$ cat src/rtl/fp32_to_int32_conv.sv
// FP32 -> signed int32 converter with an iterative shifter (SHIFT_STEP bits per cycle).
// Optional macro FP2INT_ROUND_EN selects round-to-nearest-even instead of truncation.
module fp32_to_int32_conv #(
    parameter int SHIFT_STEP = 4
) (
    input  logic        clk,
    input  logic        rst,
    input  logic        in_valid,
    output logic        in_ready,
    input  logic [31:0] in_data,
    output logic        out_valid,
    input  logic        out_ready,
    output logic [31:0] out_data,
    output logic        out_overflow,
    output logic        out_invalid
);

    // Handshake: a transfer happens on a rising edge where valid & ready are both high;
    // in_ready is high only in IDLE and out_valid holds with stable data until out_ready.

    typedef enum logic [1:0] {IDLE, SHIFT, DONE} state_t;

    localparam logic [4:0] STEP = 5'(SHIFT_STEP);

    state_t state, state_next;

    logic              in_sign;
    logic [7:0]        in_exp;
    logic [22:0]       in_mant;
    logic signed [8:0] e;
    logic              is_nan, is_inf, is_big, is_small, is_special;
    logic              k_left;
    logic [4:0]        k;
    logic [31:0]       sat_val;

    logic              sign;
    logic              left;
    logic [4:0]        rem;
    logic [31:0]       mag;
    logic [4:0]        step;
    logic [31:0]       mag_shifted;
    logic [31:0]       mag_final;

`ifdef FP2INT_ROUND_EN
    logic              guard, sticky;
    logic              guard_next, sticky_next;
    logic [31:0]       lost_mask;
`endif

    assign in_ready  = (state == IDLE);
    assign out_valid = (state == DONE);

    always_comb begin
        in_sign    = in_data[31];
        in_exp     = in_data[30:23];
        in_mant    = in_data[22:0];
        e          = $signed({1'b0, in_exp}) - 9'sd127;
        is_nan     = (in_exp == 8'hFF) && (in_mant != 23'd0);
        is_inf     = (in_exp == 8'hFF) && (in_mant == 23'd0);
        is_big     = (in_exp != 8'hFF) && (e >= 9'sd31);
        is_small   = (e < 9'sd0);
        is_special = is_nan || is_inf || is_big || is_small;
        k_left     = (e >= 9'sd23);
        k          = k_left ? 5'(e - 9'sd23) : 5'(9'sd23 - e);
        sat_val    = in_sign ? 32'h8000_0000 : 32'h7FFF_FFFF;
    end

    always_comb begin
        step        = (rem < STEP) ? rem : STEP;
        mag_shifted = left ? (mag << step) : (mag >> step);
`ifdef FP2INT_ROUND_EN
        // guard is the most recent bit shifted out; earlier lost bits fold into sticky
        lost_mask   = (32'd1 << step) - 32'd1;
        guard_next  = guard;
        sticky_next = sticky;
        if (!left && (step != 5'd0)) begin
            guard_next  = |(mag & (32'd1 << (step - 5'd1)));
            sticky_next = sticky | guard | (|(mag & (lost_mask >> 1)));
        end
        mag_final   = mag + {31'd0, guard & (sticky | mag[0])};
`else
        mag_final   = mag;
`endif
    end

    always_comb begin
        state_next = state;
        case (state)
            IDLE:    if (in_valid) state_next = is_special ? DONE : SHIFT;
            SHIFT:   if (rem == 5'd0) state_next = DONE;
            DONE:    if (out_ready) state_next = IDLE;
            default: state_next = IDLE;
        endcase
    end

    always_ff @(posedge clk or posedge rst) begin
        if (rst) state <= IDLE;
        else     state <= state_next;
    end

    always_ff @(posedge clk or posedge rst) begin
        if (rst) begin
            sign         <= 1'b0;
            left         <= 1'b0;
            rem          <= 5'd0;
            mag          <= 32'd0;
            out_data     <= 32'd0;
            out_overflow <= 1'b0;
            out_invalid  <= 1'b0;
`ifdef FP2INT_ROUND_EN
            guard        <= 1'b0;
            sticky       <= 1'b0;
`endif
        end else begin
            case (state)
                IDLE: if (in_valid) begin
                    sign         <= in_sign;
                    out_overflow <= 1'b0;
                    out_invalid  <= 1'b0;
`ifdef FP2INT_ROUND_EN
                    guard        <= 1'b0;
                    sticky       <= 1'b0;
`endif
                    if (is_nan) begin
                        out_data    <= 32'h8000_0000;
                        out_invalid <= 1'b1;
                    end else if (is_inf) begin
                        out_data     <= sat_val;
                        out_overflow <= 1'b1;
                    end else if (is_big) begin
                        // -2^31 is the one value with e==31 that fits exactly
                        if (in_sign && (e == 9'sd31) && (in_mant == 23'd0)) begin
                            out_data <= 32'h8000_0000;
                        end else begin
                            out_data     <= sat_val;
                            out_overflow <= 1'b1;
                        end
                    end else if (is_small) begin
                        out_data <= 32'd0;
`ifdef FP2INT_ROUND_EN
                        if ((e == -9'sd1) && (in_mant != 23'd0))
                            out_data <= in_sign ? 32'hFFFF_FFFF : 32'd1;
`endif
                    end else begin
                        mag  <= {8'd0, (in_exp != 8'd0), in_mant};
                        rem  <= k;
                        left <= k_left;
                    end
                end
                SHIFT: begin
                    if (rem != 5'd0) begin
                        mag <= mag_shifted;
                        rem <= rem - step;
`ifdef FP2INT_ROUND_EN
                        guard  <= guard_next;
                        sticky <= sticky_next;
`endif
                    end else begin
                        out_data <= sign ? (32'd0 - mag_final) : mag_final;
                    end
                end
                default: ;
            endcase
        end
    end

endmodule
$ cat config.mk
export PLATFORM = sky130hd
export DESIGN_NAME = fp32_to_int32_conv
export DESIGN_NICKNAME = d
export VERILOG_FILES = /design/src/rtl/fp32_to_int32_conv.sv
export SDC_FILE = /design/constraint.sdc
export NUM_CORES = 1
export LEC_CHECK = 0
export CORE_UTILIZATION = 54
export CTS_BUF_LIST = sky130_fd_sc_hd__clkbuf_8
export CTS_CLUSTER_SIZE = 8
export DETAILED_ROUTE_END_ITERATION = 10
export GPL_TIMING_DRIVEN = 0
export PLACE_DENSITY = 0.8
export SLEW_MARGIN = 25
export SYNTH_ARGS = -nofsm -noshare
export SYNTH_HDL_FRONTEND = slang
export SYNTH_SLANG_ARGS = --single-unit
$ cat constraint.sdc
create_clock -name clk -period 2.5 [get_ports clk]
set_input_delay 0.25 -clock clk [delete_from_list [all_inputs] [get_ports clk]]
set_output_delay 0.25 -clock clk [all_outputs]
set_load 0.005 [all_outputs]
== Yosys cells after proc, flatten, opt, wreduce, memory -nomap -nowiden ==
Index checks and enable logic that the tools add are counted.
Widths: inputs -> output; s select.

* Flip-flop bits (word level): 75
* Output and inout bits: 36
* Logic and storage cells: 95

* Add/subtract/negate cells: 5
* $lt $le $gt $ge: 4
* Equal/unequal tests: 15
* Shift-type cells: 2
* Multiplexer cells: 37
* Bitwise operators: 4
* Reductions and logical operators: 20

{| class="wikitable"
|+ Operators by type and width
! kind !! count
|-
| $mux 32 || 16
|-
| $pmux 32 s2 || 2
|-
| $mux 5 || 8
|-
| $shl 32x5->32 || 1
|-
| $shr 32x5->32 || 1
|-
| $sub 1x32->32 const A || 1
|-
| $logic_not 23->1 || 1
|-
| $reduce_bool 23->1 || 1
|-
| $ge 9x6->1 const B || 2
|-
| $ne 2x2->1 const B || 8
|-
| $pmux 5 s2 || 1
|-
| $eq 9x6->1 const B || 1
|-
| $lt 9x1->1 const B || 1
|-
| $sub 8x7->9 const B || 1
|-
| $eq 8x8->1 const B || 1
|-
| $mux 2 || 4
|-
| $ne 8x8->1 const B || 1
|-
| $reduce_bool 8->1 || 1
|-
| $reduce_and 7->1 || 1
|-
| $pmux 2 s3 || 1
|-
| $reduce_and 6->1 || 1
|-
| $logic_and 1x1->1 || 5
|-
| $logic_not 5->1 || 1
|-
| $lt 5x3->1 const B || 1
|-
| other kinds (16) || 25
|}

== Logic depth before layout (Yosys ltp) ==
Gate-level depths: netlist (run 1).

* Depth after elaboration: 10
* Mapped depth: 11
* Gate-level depth less buffers: 10

== Worst setup path before layout (run 1) ==
No wires, ideal clock.

* Kind: reg2reg
* From: register rem[1]
* To: register rem[2]
* Data arrival time: 2.336 ns
* Slack: 0.029 ns
* Stages on the path, launching flop included: 11
* Path buffers: 4
* Cell sequence: dfrtp_1 > buf_2 > buf_2 > buf_1 > buf_1 > nand2_1 > ha_1 > or4_1 > a21oi_1 > a31o_2 > o21ai_0

* Word-level cells in the longest chain between the ends: 5
* Elaborated cells on any way between the ends: 8
* Classes of those cells: add/sub (1); order compare (1); eq/ne (1); mux (3); reduce/logical (2)

{| class="wikitable"
|+ RTL lines
! item !! RTL line !! RTL
|-
| start, declared || 38 || <nowiki>logic [4:0] rem;</nowiki>
|-
| start signal, assigned || 146 || <nowiki>rem <= k;</nowiki>
|-
| start signal, assigned || 153 || <nowiki>rem <= rem - step;</nowiki>
|-
| $lt 5x3->1 || 69 || <nowiki>step = (rem < STEP) ? rem : STEP;</nowiki>
|-
| $mux 5 || 69 ||
|-
| $sub 5x5->5 || 153 ||
|-
| $mux 5 || 151 || <nowiki>if (rem != 5'd0) begin</nowiki>
|-
| $pmux 5 s2 || 115 || <nowiki>case (state)</nowiki>
|}

Parallel ways exist; a longest one is shown, timed or not. The select of a mux whose other input is x is not followed.
A chain may end at the register's enable or synchronous reset.

== Worst setup path after layout (run 1) ==
* From: register mag[19]
* To: register out_data[31]

* Word-level cells in the longest chain between the ends: 4

{| class="wikitable"
|+ RTL lines
! item !! RTL line !! RTL
|-
| start, declared || 39 || <nowiki>logic [31:0] mag;</nowiki>
|-
| start signal, assigned || 145 || <nowiki>mag <= {8'd0, (in_exp != 8'd0), in_mant};</nowiki>
|-
| start signal, assigned || 152 || <nowiki>mag <= mag_shifted;</nowiki>
|-
| $sub 1x32->32 || 159 || <nowiki>out_data <= sign ? (32'd0 - mag_final) : mag_final;</nowiki>
|-
| $mux 32 || 159 ||
|-
| $mux 32 || 151 ||
|-
| $pmux 32 s2 || 115 ||
|-
| end signal, assigned || 128 || <nowiki>out_data <= sat_val;</nowiki>
|-
| end signal, assigned || 135 || <nowiki>out_data <= sat_val;</nowiki>
|-
| end signal, assigned || 159 ||
|-
| end, declared || 13 || <nowiki>output logic [31:0] out_data,</nowiki>
|}

No other way between the ends. The select of a mux whose other input is x is not followed.

==> results of run 1 <==
## per-stage QoR
stage | setup WS [ns] | hold slack [ns]
final | -0.0426 | 0.241
after global routing | -0.0681 | 0.268
after CTS | -0.0262 | 0.265
after detailed placement | -0.844 | 0.469
after global placement | -0.978 | 0.460
after floorplan | 0.0293 | 0.342
## worst max path at each step
| stage | slack [ns] | endpoint |
|---|---|---|
| floorplan | 0.03 | rem[2] |
| global placement | -0.98 | rem[2] |
| detailed placement | -0.84 | mag[22] |
| CTS | -0.03 | mag[15] |
| global route | -0.07 | rem[2] |
| finish | -0.04 | out_data[31] |
## critical path, stage by stage (launching register included)
cell and delay, ns:
sky130_fd_sc_hd__dfrtp_1 0.38, sky130_fd_sc_hd__buf_6 0.15, sky130_fd_sc_hd__or3_4 0.44, sky130_fd_sc_hd__nand3b_1 0.26
sky130_fd_sc_hd__or4_4 0.48, sky130_fd_sc_hd__o31ai_4 0.22, sky130_fd_sc_hd__xor2_1 0.21, sky130_fd_sc_hd__o32a_2 0.21
sky130_fd_sc_hd__o21ai_1 0.06
## registers in the layout, indices dropped and copies added, names as in the netlist
signal,flops
mag,32
out_data,32
rem,5
state,2
left,1
out_invalid,1
out_overflow,1
sign,1
## cell usage in the layout, fill, tap and decap left out, types with 5 or more instances in the layout
cell,count
sky130_fd_sc_hd__a211oi_1,7
sky130_fd_sc_hd__a21oi_1,49
sky130_fd_sc_hd__a221oi_1,11
sky130_fd_sc_hd__a22oi_1,6
sky130_fd_sc_hd__a31oi_1,25
sky130_fd_sc_hd__and3_1,11
sky130_fd_sc_hd__buf_1,5
sky130_fd_sc_hd__buf_2,11
sky130_fd_sc_hd__buf_4,22
sky130_fd_sc_hd__buf_6,15
sky130_fd_sc_hd__clkbuf_1,37
sky130_fd_sc_hd__clkbuf_2,14
sky130_fd_sc_hd__clkbuf_8,10
sky130_fd_sc_hd__clkdlybuf4s50_1,64
sky130_fd_sc_hd__dfrtp_1,72
sky130_fd_sc_hd__ha_1,5
sky130_fd_sc_hd__inv_1,9
sky130_fd_sc_hd__mux2_2,8
sky130_fd_sc_hd__mux2i_1,35
sky130_fd_sc_hd__mux4_2,18
sky130_fd_sc_hd__nand2_1,133
sky130_fd_sc_hd__nand2b_1,8
sky130_fd_sc_hd__nand3_1,26
sky130_fd_sc_hd__nor2_1,80
sky130_fd_sc_hd__nor3_1,16
sky130_fd_sc_hd__nor4_1,5
sky130_fd_sc_hd__o211ai_1,7
sky130_fd_sc_hd__o21ai_0,30
sky130_fd_sc_hd__o21ai_1,6
sky130_fd_sc_hd__o22a_1,9
sky130_fd_sc_hd__o31ai_1,23
sky130_fd_sc_hd__xnor2_1,24
sky130_fd_sc_hd__xor2_1,11
## power by group through the flow
| stage | Sequential (mW) | Combinational (mW) | Clock, mW |
|---|---|---|---|
| detailed placement | 2.21 | 6.24 | 0 |
| global placement | 2.18 | 6.19 | 0 |
| floorplan | 2.11 | 4.22 | 0 |
| finish | 2.28 | 6.86 | 1.19 |
| CTS | 2.21 | 6.40 | 1.19 |
| global route | 2.33 | 7.23 | 1.23 |
## cells by family after synthesis
family          synth area share (%)
simple gates                    21.5
compound gates                  24.9
buf+inv                         7.20
flops                           27.5
mux                             12.6
xor+xnor                        4.76
fa+ha+maj                       1.47
other cells                   0.0550
## cell usage after synthesis (3+ instances only)
cell type / count / share of area [%]
sky130_fd_sc_hd__mux4_2: 18 / 5.9
sky130_fd_sc_hd__nor3_1: 20 / 1.5
sky130_fd_sc_hd__o21ai_0: 33 / 2.4
sky130_fd_sc_hd__buf_6: 6 / 0.99
sky130_fd_sc_hd__a41oi_2: 3 / 0.72
sky130_fd_sc_hd__nor3_2: 4 / 0.59
sky130_fd_sc_hd__a32oi_1: 3 / 0.39
sky130_fd_sc_hd__a211oi_1: 7 / 0.77
sky130_fd_sc_hd__nand3_1: 26 / 1.9
sky130_fd_sc_hd__buf_1: 10 / 0.55
sky130_fd_sc_hd__o21a_1: 3 / 0.33
sky130_fd_sc_hd__a21oi_1: 49 / 3.6
sky130_fd_sc_hd__clkbuf_1: 52 / 2.9
sky130_fd_sc_hd__a311o_1: 3 / 0.44
sky130_fd_sc_hd__mux2i_1: 36 / 5.3
sky130_fd_sc_hd__xor2_1: 12 / 1.5
sky130_fd_sc_hd__inv_1: 9 / 0.50
sky130_fd_sc_hd__a31oi_1: 25 / 2.3
sky130_fd_sc_hd__or3_1: 5 / 0.46
sky130_fd_sc_hd__nor2_1: 82 / 4.5
sky130_fd_sc_hd__a21boi_0: 5 / 0.55
sky130_fd_sc_hd__o41ai_1: 4 / 0.51
sky130_fd_sc_hd__buf_4: 5 / 0.55
sky130_fd_sc_hd__xnor2_1: 25 / 3.2
sky130_fd_sc_hd__nand2b_1: 8 / 0.73
sky130_fd_sc_hd__nand2_1: 136 / 7.5
sky130_fd_sc_hd__o22a_1: 9 / 1.2
sky130_fd_sc_hd__ha_1: 8 / 1.5
sky130_fd_sc_hd__o31ai_1: 27 / 3.0
sky130_fd_sc_hd__buf_2: 21 / 1.5
sky130_fd_sc_hd__nor4_1: 6 / 0.55
sky130_fd_sc_hd__o211ai_1: 7 / 0.77
sky130_fd_sc_hd__mux2_2: 8 / 1.3
sky130_fd_sc_hd__and3_1: 11 / 1.0
sky130_fd_sc_hd__or4_1: 4 / 0.44
sky130_fd_sc_hd__a221oi_1: 12 / 1.5
sky130_fd_sc_hd__dfrtp_1: 75 / 28
sky130_fd_sc_hd__a32o_1: 3 / 0.44
sky130_fd_sc_hd__and2_1: 4 / 0.37
sky130_fd_sc_hd__o21ai_1: 4 / 0.29
sky130_fd_sc_hd__a22oi_1: 6 / 0.66
## area by class of cell
| class | count | share of cell area (%) |
|---|---|---|
| buffer | 92 | 6.44 |
| clock buffer | 10 | 1.63 |
| clock inverter | 5 | 1.22 |
| inverter | 12 | 0.638 |
| multi-input combinational | 665 | 55.4 |
| sequential | 75 | 22.3 |
| tap | 168 | 2.49 |
| timing repair buffer | 85 | 9.90 |
## layer usage
| metal | wire length, µm | vias up |
|---|---|---|
| met5 | 0 | - |
| met2 | 12000 | 642 |
| met1 | 10600 | 3554 |
| met4 | 1500 | 0 |
| li1 | - | 3291 |
| met3 | 3690 | 122 |
## timing repair
action	CTS	global route
setup buffers	9	6
resized for setup	52	63
cloned	0	1
pin swaps	6	11
hold buffers	0	0
endpoints found under the setup margin	71	69
==> impl_results.html, run 1 <==
<table>
<tr><th>Metric</th><th>Value</th></tr>
<tr><th colspan="2">Clock network</th></tr>
<tr><td>Clock slew at the register clock pins of the worst setup and hold paths</td><td>about 0.09 ns</td></tr>
<tr><td>Number of buffers created by CTS</td><td>9</td></tr>
<tr><td>Later-pin clock latency in the skew report</td><td>between 0.3 and 0.4 ns</td></tr>
<tr><td>Clk root buf</td><td>sky130_fd_sc_hd__clkbuf_8</td></tr>
<tr><td>Clock Path Buffers</td><td>2</td></tr>
<tr><td>H-tree depth</td><td>3</td></tr>
<tr><td># clock sinks</td><td>75</td></tr>
<tr><td>Clock tree from TritonCTS</td><td>done</td></tr>
<tr><th colspan="2">Detailed routing</th></tr>
<tr><td>Final ANT Viol Nets</td><td>0</td></tr>
<tr><td>Pre-antenna DRT Iters</td><td>9</td></tr>
<tr><td>Via-per-instance ratio</td><td>6.84</td></tr>
<tr><td>Total wire length</td><td>27,800 µm</td></tr>
<tr><td>Detailed router's first-iteration violation count</td><td>1,158</td></tr>
<tr><td>Vias</td><td>~7,600</td></tr>
<tr><td>Post-DR wirelength/cell</td><td>25.0 µm</td></tr>
<tr><td>Number of remaining DRC errors</td><td>0</td></tr>
<tr><th colspan="2">GRT</th></tr>
<tr><td>Met1 layer usage reported by global route</td><td>between 50% and 60%</td></tr>
<tr><td>Met2 track utilization from global routing</td><td>between 60 and 70%</td></tr>
<tr><td>Most congested layer reported by global routing</td><td>met2</td></tr>
<tr><td>Maximum number of pins on one net before global-route repair</td><td>between 40 and 50</td></tr>
<tr><td>First-pass GRT wire length</td><td>around 42,000 µm</td></tr>
<tr><td>Global router's overall resource usage</td><td>43.3%</td></tr>
<tr><td>Initial antenna violation count</td><td>0</td></tr>
<tr><td>Met3 Resource Use GR</td><td>between 10 and 15%</td></tr>
<tr><td>Via count of the first global-routing pass</td><td>7,138</td></tr>
<tr><td>Residual overflow from global routing</td><td>0</td></tr>
<tr><th colspan="2">Placed design</th></tr>
<tr><td>Area after detailed placement</td><td>0.00773 mm²</td></tr>
<tr><td>Number of port buffers</td><td>slightly below 70</td></tr>
<tr><td>GPL Wtd Cong</td><td>about 1.0</td></tr>
<tr><td>Post-placement cell count</td><td>approximately 1,100</td></tr>
<tr><td>Sum of net half-perimeters after detailed placement</td><td>approximately 20,000 µm</td></tr>
<tr><th colspan="2">Pwr</th></tr>
<tr><td>Internal power summed over all cells</td><td>~5.3 mW</td></tr>
<tr><td>Relative contribution of sequential cells to total power</td><td>around 22%</td></tr>
<tr><td>Worst IR drop on VDD</td><td>~690 µV</td></tr>
<tr><td>Switching power share of the total</td><td>48.7%</td></tr>
<tr><td>PwrDens</td><td>roughly 1200 mW/mm²</td></tr>
<tr><td>Share of power burned in the clock network</td><td>11.6%</td></tr>
<tr><td>Switch Pwr</td><td>about 5.0 mW</td></tr>
<tr><td>Total leakage power</td><td>about 3.3 nW</td></tr>
<tr><td>Gate power share</td><td>about two thirds</td></tr>
<tr><td>Total power draw</td><td>slightly above 10 mW</td></tr>
<tr><th colspan="2">STA</th></tr>
<tr><td>Post-Route Setup TNS</td><td>-0.0811 ns</td></tr>
<tr><td>Final Hold Violating Endpoints</td><td>0</td></tr>
<tr><td>Actual transition at the worst max-transition pin</td><td>about 0.89 ns</td></tr>
<tr><td>PnR worst setup slack</td><td>-0.0426 ns</td></tr>
<tr><td>Clock Skew</td><td>roughly 0.013 ns</td></tr>
<tr><td>Final setup vio count</td><td>3</td></tr>
<tr><td>Maximum frequency from static timing analysis</td><td>between 0.3 and 0.4 GHz</td></tr>
<tr><td>Final count of pins violating max slew</td><td>0</td></tr>
<tr><td>RSZ-0062 raised after global routing</td><td>yes</td></tr>
<tr><td>Period Utilization, post-route</td><td>102%</td></tr>
<tr><td>Min Tclk post-route</td><td>about 2.5 ns</td></tr>
<tr><td>Relative slew slack</td><td>around two fifths</td></tr>
<tr><th colspan="2">Die</th></tr>
<tr><td>Vertical extent of the die</td><td>about 110 µm</td></tr>
<tr><td>Initial core utilization</td><td>between 50% and 60%</td></tr>
<tr><td>Core area</td><td>~0.012 mm²</td></tr>
<tr><td>Top-Level Pins</td><td>72</td></tr>
<tr><td>Chip Width</td><td>~110 µm</td></tr>
<tr><td>Number of placement rows</td><td>40</td></tr>
<tr><td>Area enclosed by the die boundary</td><td>0.0131 mm²</td></tr>
<tr><th colspan="2">Setup path</th></tr>
<tr><td>Worst reg2reg startpoint</td><td>mag[19]</td></tr>
<tr><td>Critical path origin</td><td>mag[19]</td></tr>
<tr><td>Startpoint types</td><td>flop</td></tr>
<tr><td>Data arrival time at the worst-slack endpoint</td><td>between 2 and 3 ns</td></tr>
<tr><td>FF-to-FF path depth</td><td>8</td></tr>
<tr><td>Reg-to-Reg End</td><td>out_data[31]</td></tr>
<tr><td>Reg2reg setup slack</td><td>-0.04 ns</td></tr>
<tr><td>Endpoint type of the worst setup path</td><td>flop</td></tr>
<tr><td>CP Data Required Time</td><td>2.76 ns</td></tr>
<tr><td>Critical path type</td><td>reg -&gt; reg</td></tr>
<tr><td>Biggest fanout along the worst timing path</td><td>10</td></tr>
<tr><th colspan="2">Cells and area</th></tr>
<tr><td>Layout Nets</td><td>984</td></tr>
<tr><td>Filler Cell Count</td><td>roughly 1,000</td></tr>
<tr><td>Post-route cell area</td><td>between 0.008 and 0.009 mm²</td></tr>
<tr><td>Area Overhead vs Synth</td><td>23.7%</td></tr>
<tr><td>Post-route core utilization</td><td>between 60% and 70%</td></tr>
<tr><td>Layout Cells excl Fill</td><td>1,112</td></tr>
<tr><td>Antenna Diode Count</td><td>0</td></tr>
<tr><td>Multi-input gate area</td><td>between 0.004 and 0.005 mm²</td></tr>
<tr><td>Footprint of the flip-flops and latches</td><td>between 0.0015 and 0.002 mm²</td></tr>
<tr><td>Layout cells sized above 1</td><td>between 10% and 20%</td></tr>
<tr><th colspan="2">Synthesis</th></tr>
<tr><td>Number of nets in the synthesized netlist</td><td>just under 900</td></tr>
<tr><td>Cell area after synthesis</td><td>0.00681 mm²</td></tr>
<tr><td>Part of the Yosys area used for sequential elements</td><td>between 20 and 30%</td></tr>
<tr><td>Most used flip-flop cell after synthesis</td><td>sky130_fd_sc_hd__dfrtp_1</td></tr>
<tr><td>Number of enable-type register cells in the synthesized netlist</td><td>0</td></tr>
<tr><td>Share of flip-flops with an asynchronous set or reset</td><td>between 90% and 100%</td></tr>
<tr><td>Mapped Avg Cell Area</td><td>between 8 and 9 µm²</td></tr>
<tr><td>Cell variety after synth</td><td>between 80 and 90</td></tr>
<tr><td>Cell count after synthesis</td><td>between 800 and 900</td></tr>
<tr><td>Yosys warning total</td><td>0</td></tr>
<tr><td>Flops &amp; latches, synth</td><td>75</td></tr>
<tr><th colspan="2">Hold path</th></tr>
<tr><td>Worst min-delay path category</td><td>in -&gt; async</td></tr>
<tr><th colspan="2">Run</th></tr>
<tr><td>Max-cap violations</td><td>0</td></tr>
<tr><th colspan="2">Outcome</th></tr>
<tr><td>Violations in the final reports</td><td>setup timing</td></tr>
<tr><td>Result of the run</td><td>finished with violations</td></tr>
</table>
Note: power is estimated with default switching activity, not from simulation.
==> run 2: changes to the inputs <==
--- a/config.mk
+++ b/config.mk
@@ -5,12 +5,12 @@
 export SDC_FILE = /design/constraint.sdc
 export NUM_CORES = 1
 export LEC_CHECK = 0
-export CORE_UTILIZATION = 54
+export CORE_UTILIZATION = 55
 export CTS_BUF_LIST = sky130_fd_sc_hd__clkbuf_8
 export CTS_CLUSTER_SIZE = 8
 export DETAILED_ROUTE_END_ITERATION = 10
 export GPL_TIMING_DRIVEN = 0
-export PLACE_DENSITY = 0.8
+export PLACE_DENSITY = 0.78
 export SLEW_MARGIN = 25
 export SYNTH_ARGS = -nofsm -noshare
 export SYNTH_HDL_FRONTEND = slang
==> constraint.sdc (replaced) <==
create_clock -name clk -period 2.4 [get_ports clk]
set_input_delay 0.24 -clock clk [delete_from_list [all_inputs] [get_ports clk]]
set_output_delay 0.24 -clock clk [all_outputs]
set_load 0.005 [all_outputs]
==> impl_results.html, run 2 (synthesized netlist as in run 1, its figures left out) <==
<table>
<tr><th>Metric</th><th>Value</th></tr>
<tr><th colspan="2">Outcome</th></tr>
<tr><td>Result of the run</td><td>finished with violations</td></tr>
<tr><td>Violations in the final reports</td><td>setup timing</td></tr>
<tr><th colspan="2">Cells and area</th></tr>
<tr><td>Antenna Diode Count</td><td>0 (unchanged)</td></tr>
<tr><td>Layout Nets</td><td>1,011 (+2.7%)</td></tr>
<tr><td>Largest regs</td><td>mag x32, out_data x32, rem x5</td></tr>
<tr><td>Area Overhead vs Synth</td><td>33.1%</td></tr>
<tr><td>Most frequent standard cell in the layout excluding fill and tap cells</td><td>sky130_fd_sc_hd__nand2_1</td></tr>
<tr><td>Filler Cell Count</td><td>884 (-15%)</td></tr>
<tr><td>Commonest cells after routing, fill and taps aside</td><td>126 x sky130_fd_sc_hd__nand2_1, 73 x sky130_fd_sc_hd__nor2_1, 70 x sky130_fd_sc_hd__dfrtp_1, 64 x sky130_fd_sc_hd__clkdlybuf4s50_1, 43 x sky130_fd_sc_hd__a21oi_1</td></tr>
<tr><td>Layout cells sized above 1</td><td>25.9% (+8.1 points)</td></tr>
<tr><th colspan="2">Die</th></tr>
<tr><td>Number of placement rows</td><td>40 (unchanged)</td></tr>
<tr><td>Top-Level Pins</td><td>72 (unchanged)</td></tr>
<tr><td>Initial core utilization</td><td>56.5% (+0.46 points)</td></tr>
<tr><td>Vertical extent of the die</td><td>113 µm (-0.90%)</td></tr>
<tr><td>Area enclosed by the die boundary</td><td>0.0128 mm² (-1.8%)</td></tr>
<tr><td>Chip Width</td><td>113 µm (-0.90%)</td></tr>
<tr><td>Core area</td><td>0.0121 mm² (-0.82%)</td></tr>
<tr><th colspan="2">Detailed routing</th></tr>
<tr><td>Pre-antenna DRT Iters</td><td>7 (-2)</td></tr>
<tr><td>Vias</td><td>8,034 (+5.6%)</td></tr>
<tr><td>Total wire length</td><td>29,200 µm (+5.1%)</td></tr>
<tr><td>Detailed router's first-iteration violation count</td><td>1,321 (+14%)</td></tr>
<tr><td>Final ANT Viol Nets</td><td>0 (unchanged)</td></tr>
<tr><td>Number of remaining DRC errors</td><td>0 (unchanged)</td></tr>
<tr><td>Via-per-instance ratio</td><td>7.05 (+3.0%)</td></tr>
<tr><td>Post-DR wirelength/cell</td><td>25.6 µm (+2.5%)</td></tr>
<tr><th colspan="2">STA</th></tr>
<tr><td>Maximum frequency from static timing analysis</td><td>0.403 GHz (+2.5%)</td></tr>
<tr><td>Min Tclk post-route</td><td>2.48 ns (-0.0620 ns)</td></tr>
<tr><td>Clock Skew</td><td>0.0159 ns (+0.00305 ns)</td></tr>
<tr><td>Period Utilization, post-route</td><td>103% (+1.7 points)</td></tr>
<tr><td>Final count of pins violating max slew</td><td>0 (unchanged)</td></tr>
<tr><td>Final setup vio count</td><td>20 (+17)</td></tr>
<tr><td>RSZ-0062 raised after global routing</td><td>yes</td></tr>
<tr><td>Actual transition at the worst max-transition pin</td><td>0.875 ns (-0.0195 ns)</td></tr>
<tr><td>Final Hold Violating Endpoints</td><td>0 (unchanged)</td></tr>
<tr><td>Relative slew slack</td><td>41.7% (+1.4 points)</td></tr>
<tr><td>PnR worst setup slack</td><td>-0.0806 ns (-0.0380 ns)</td></tr>
<tr><td>Post-Route Setup TNS</td><td>-0.690 ns (-0.609 ns)</td></tr>
<tr><th colspan="2">Clock network</th></tr>
<tr><td>Later-pin clock latency in the skew report</td><td>0.40 ns (+0.02 ns)</td></tr>
<tr><td>Clock Path Buffers</td><td>2 (unchanged)</td></tr>
<tr><td>Clock tree from TritonCTS</td><td>done</td></tr>
<tr><td>Clock slew at the register clock pins of the worst setup and hold paths</td><td>0.10 ns (about the same)</td></tr>
<tr><td># clock sinks</td><td>75 (unchanged)</td></tr>
<tr><td>Clk root buf</td><td>sky130_fd_sc_hd__clkbuf_8</td></tr>
<tr><td>H-tree depth</td><td>3 (unchanged)</td></tr>
<tr><td>Number of buffers created by CTS</td><td>9 (unchanged)</td></tr>
<tr><td>Number of hold-repair buffers added at the cts stage</td><td>0 (unchanged)</td></tr>
<tr><th colspan="2">Setup path</th></tr>
<tr><td>Endpoint type of the worst setup path</td><td>flop</td></tr>
<tr><td>Startpoint types</td><td>flop</td></tr>
<tr><td>Data arrival time at the worst-slack endpoint</td><td>2.78 ns (-0.03 ns)</td></tr>
<tr><td>Critical path type</td><td>reg -&gt; reg</td></tr>
<tr><td>Biggest fanout along the worst timing path</td><td>8 (-2)</td></tr>
<tr><td>CP Data Required Time</td><td>2.70 ns (-0.06 ns)</td></tr>
<tr><th colspan="2">GRT</th></tr>
<tr><td>Via count of the first global-routing pass</td><td>7,155 (+0.24%)</td></tr>
<tr><td>Initial antenna violation count</td><td>0 (unchanged)</td></tr>
<tr><td>Global router's overall resource usage</td><td>44.0% (+0.66 points)</td></tr>
<tr><td>First-pass GRT wire length</td><td>41,600 µm (about the same)</td></tr>
<tr><td>Residual overflow from global routing</td><td>0 (unchanged)</td></tr>
<tr><td>Maximum number of pins on one net before global-route repair</td><td>45 (-2.2%)</td></tr>
<tr><th colspan="2">Hold path</th></tr>
<tr><td>Worst min-delay path category</td><td>in -&gt; async</td></tr>
<tr><th colspan="2">Pwr</th></tr>
<tr><td>Total leakage power</td><td>3.61 nW (+8.0%)</td></tr>
<tr><td>Worst IR drop on VDD</td><td>752 µV (+8.8%)</td></tr>
<tr><td>PwrDens</td><td>1250 mW/mm² (+1.7%)</td></tr>
<tr><td>Total power draw</td><td>11.3 mW (+9.4%)</td></tr>
<tr><th colspan="2">Run</th></tr>
<tr><td>Max-cap violations</td><td>0 (unchanged)</td></tr>
<tr><th colspan="2">Placed design</th></tr>
<tr><td>Sum of net half-perimeters after detailed placement</td><td>19,300 µm (-1.5%)</td></tr>
<tr><td>Number of port buffers</td><td>68 (unchanged)</td></tr>
<tr><td>GPL Wtd Cong</td><td>1.03 (-0.31%)</td></tr>
</table>
run 2: where the power goes:
part	leakage, nW	internal, mW	switching (mW)
clock network	0.0946	0.395	0.561
registers	0.908	1.83	0.639
logic	2.61	3.43	4.45
total	3.61	5.66	5.65
run 2: repair_timing:
item / CTS / global route
endpoints found under the setup margin: 71 / 70
gates cloned: 0 / 5
pin swaps: 6 / 32
setup buffers: 13 / 28
gates resized for setup: 59 / 158
run 2: path summary, 6_finish.rpt:
kind                         startpoint            to  slack, ns  cells after the start
max                              rem[2]  out_data[20]      -0.08                     11
min                                 rst        mag[9]       0.19                      2
max reg2reg                      rem[2]  out_data[20]      -0.08                     11
min reg2reg                out_data[18]  out_data[18]       0.49                      2
max in group asynchronous           rst        mag[0]       1.60                      3
min in group clk            in_data[23]        rem[0]       0.24                      2
run 2: layout make-up:
class                      instances  area [µm²]  area share, %
buffer                            90         597           6.58
clock buffer                      10         138           1.52
clock inverter                     6        33.8          0.373
inverter                          12        53.8          0.593
multi-input combinational        665        4980           54.9
sequential                        75        1880           20.8
tap                              168         210           2.32
timing repair buffer             114        1170           13.0
run 2: critical path, cell delays in order (launching register included):
cell,delay [ns]
sky130_fd_sc_hd__dfrtp_2,0.48
sky130_fd_sc_hd__or3_4,0.39
sky130_fd_sc_hd__buf_8,0.14
sky130_fd_sc_hd__nor3_4,0.19
sky130_fd_sc_hd__buf_6,0.15
sky130_fd_sc_hd__nand2_4,0.05
sky130_fd_sc_hd__buf_6,0.13
sky130_fd_sc_hd__a311oi_4,0.36
sky130_fd_sc_hd__buf_6,0.20
sky130_fd_sc_hd__buf_8,0.12
sky130_fd_sc_hd__nor2_4,0.03
sky130_fd_sc_hd__a31oi_1,0.14
run 2: stage by stage:
step | utilization (%) | std cells | worst slack, ns | hold WS (ns) | area [µm²]
floorplan | - | 846 | 0.0445 | 0.332 | 6820
global placement | 63.9 | 1082 | -1.02 | 0.461 | 7710
detailed placement | 64.1 | 1083 | -0.884 | 0.469 | 7730
CTS | 67.9 | 1112 | -0.144 | 0.215 | 8190
global route | 75.2 | 1140 | -0.132 | 0.253 | 9070
finish | 75.2 | 1140 | -0.0806 | 0.190 | 9070
run 2: layer usage:
metal	track usage, %	vias up	share of wire, %	routed length, µm
met3	10.6	195	13	3780
met4	28.0	0	7.0	2030
li1	-	3344	-	-
met1	57.8	3763	37	10800
met5	0	-	0	0
met2	65.0	732	43	12600
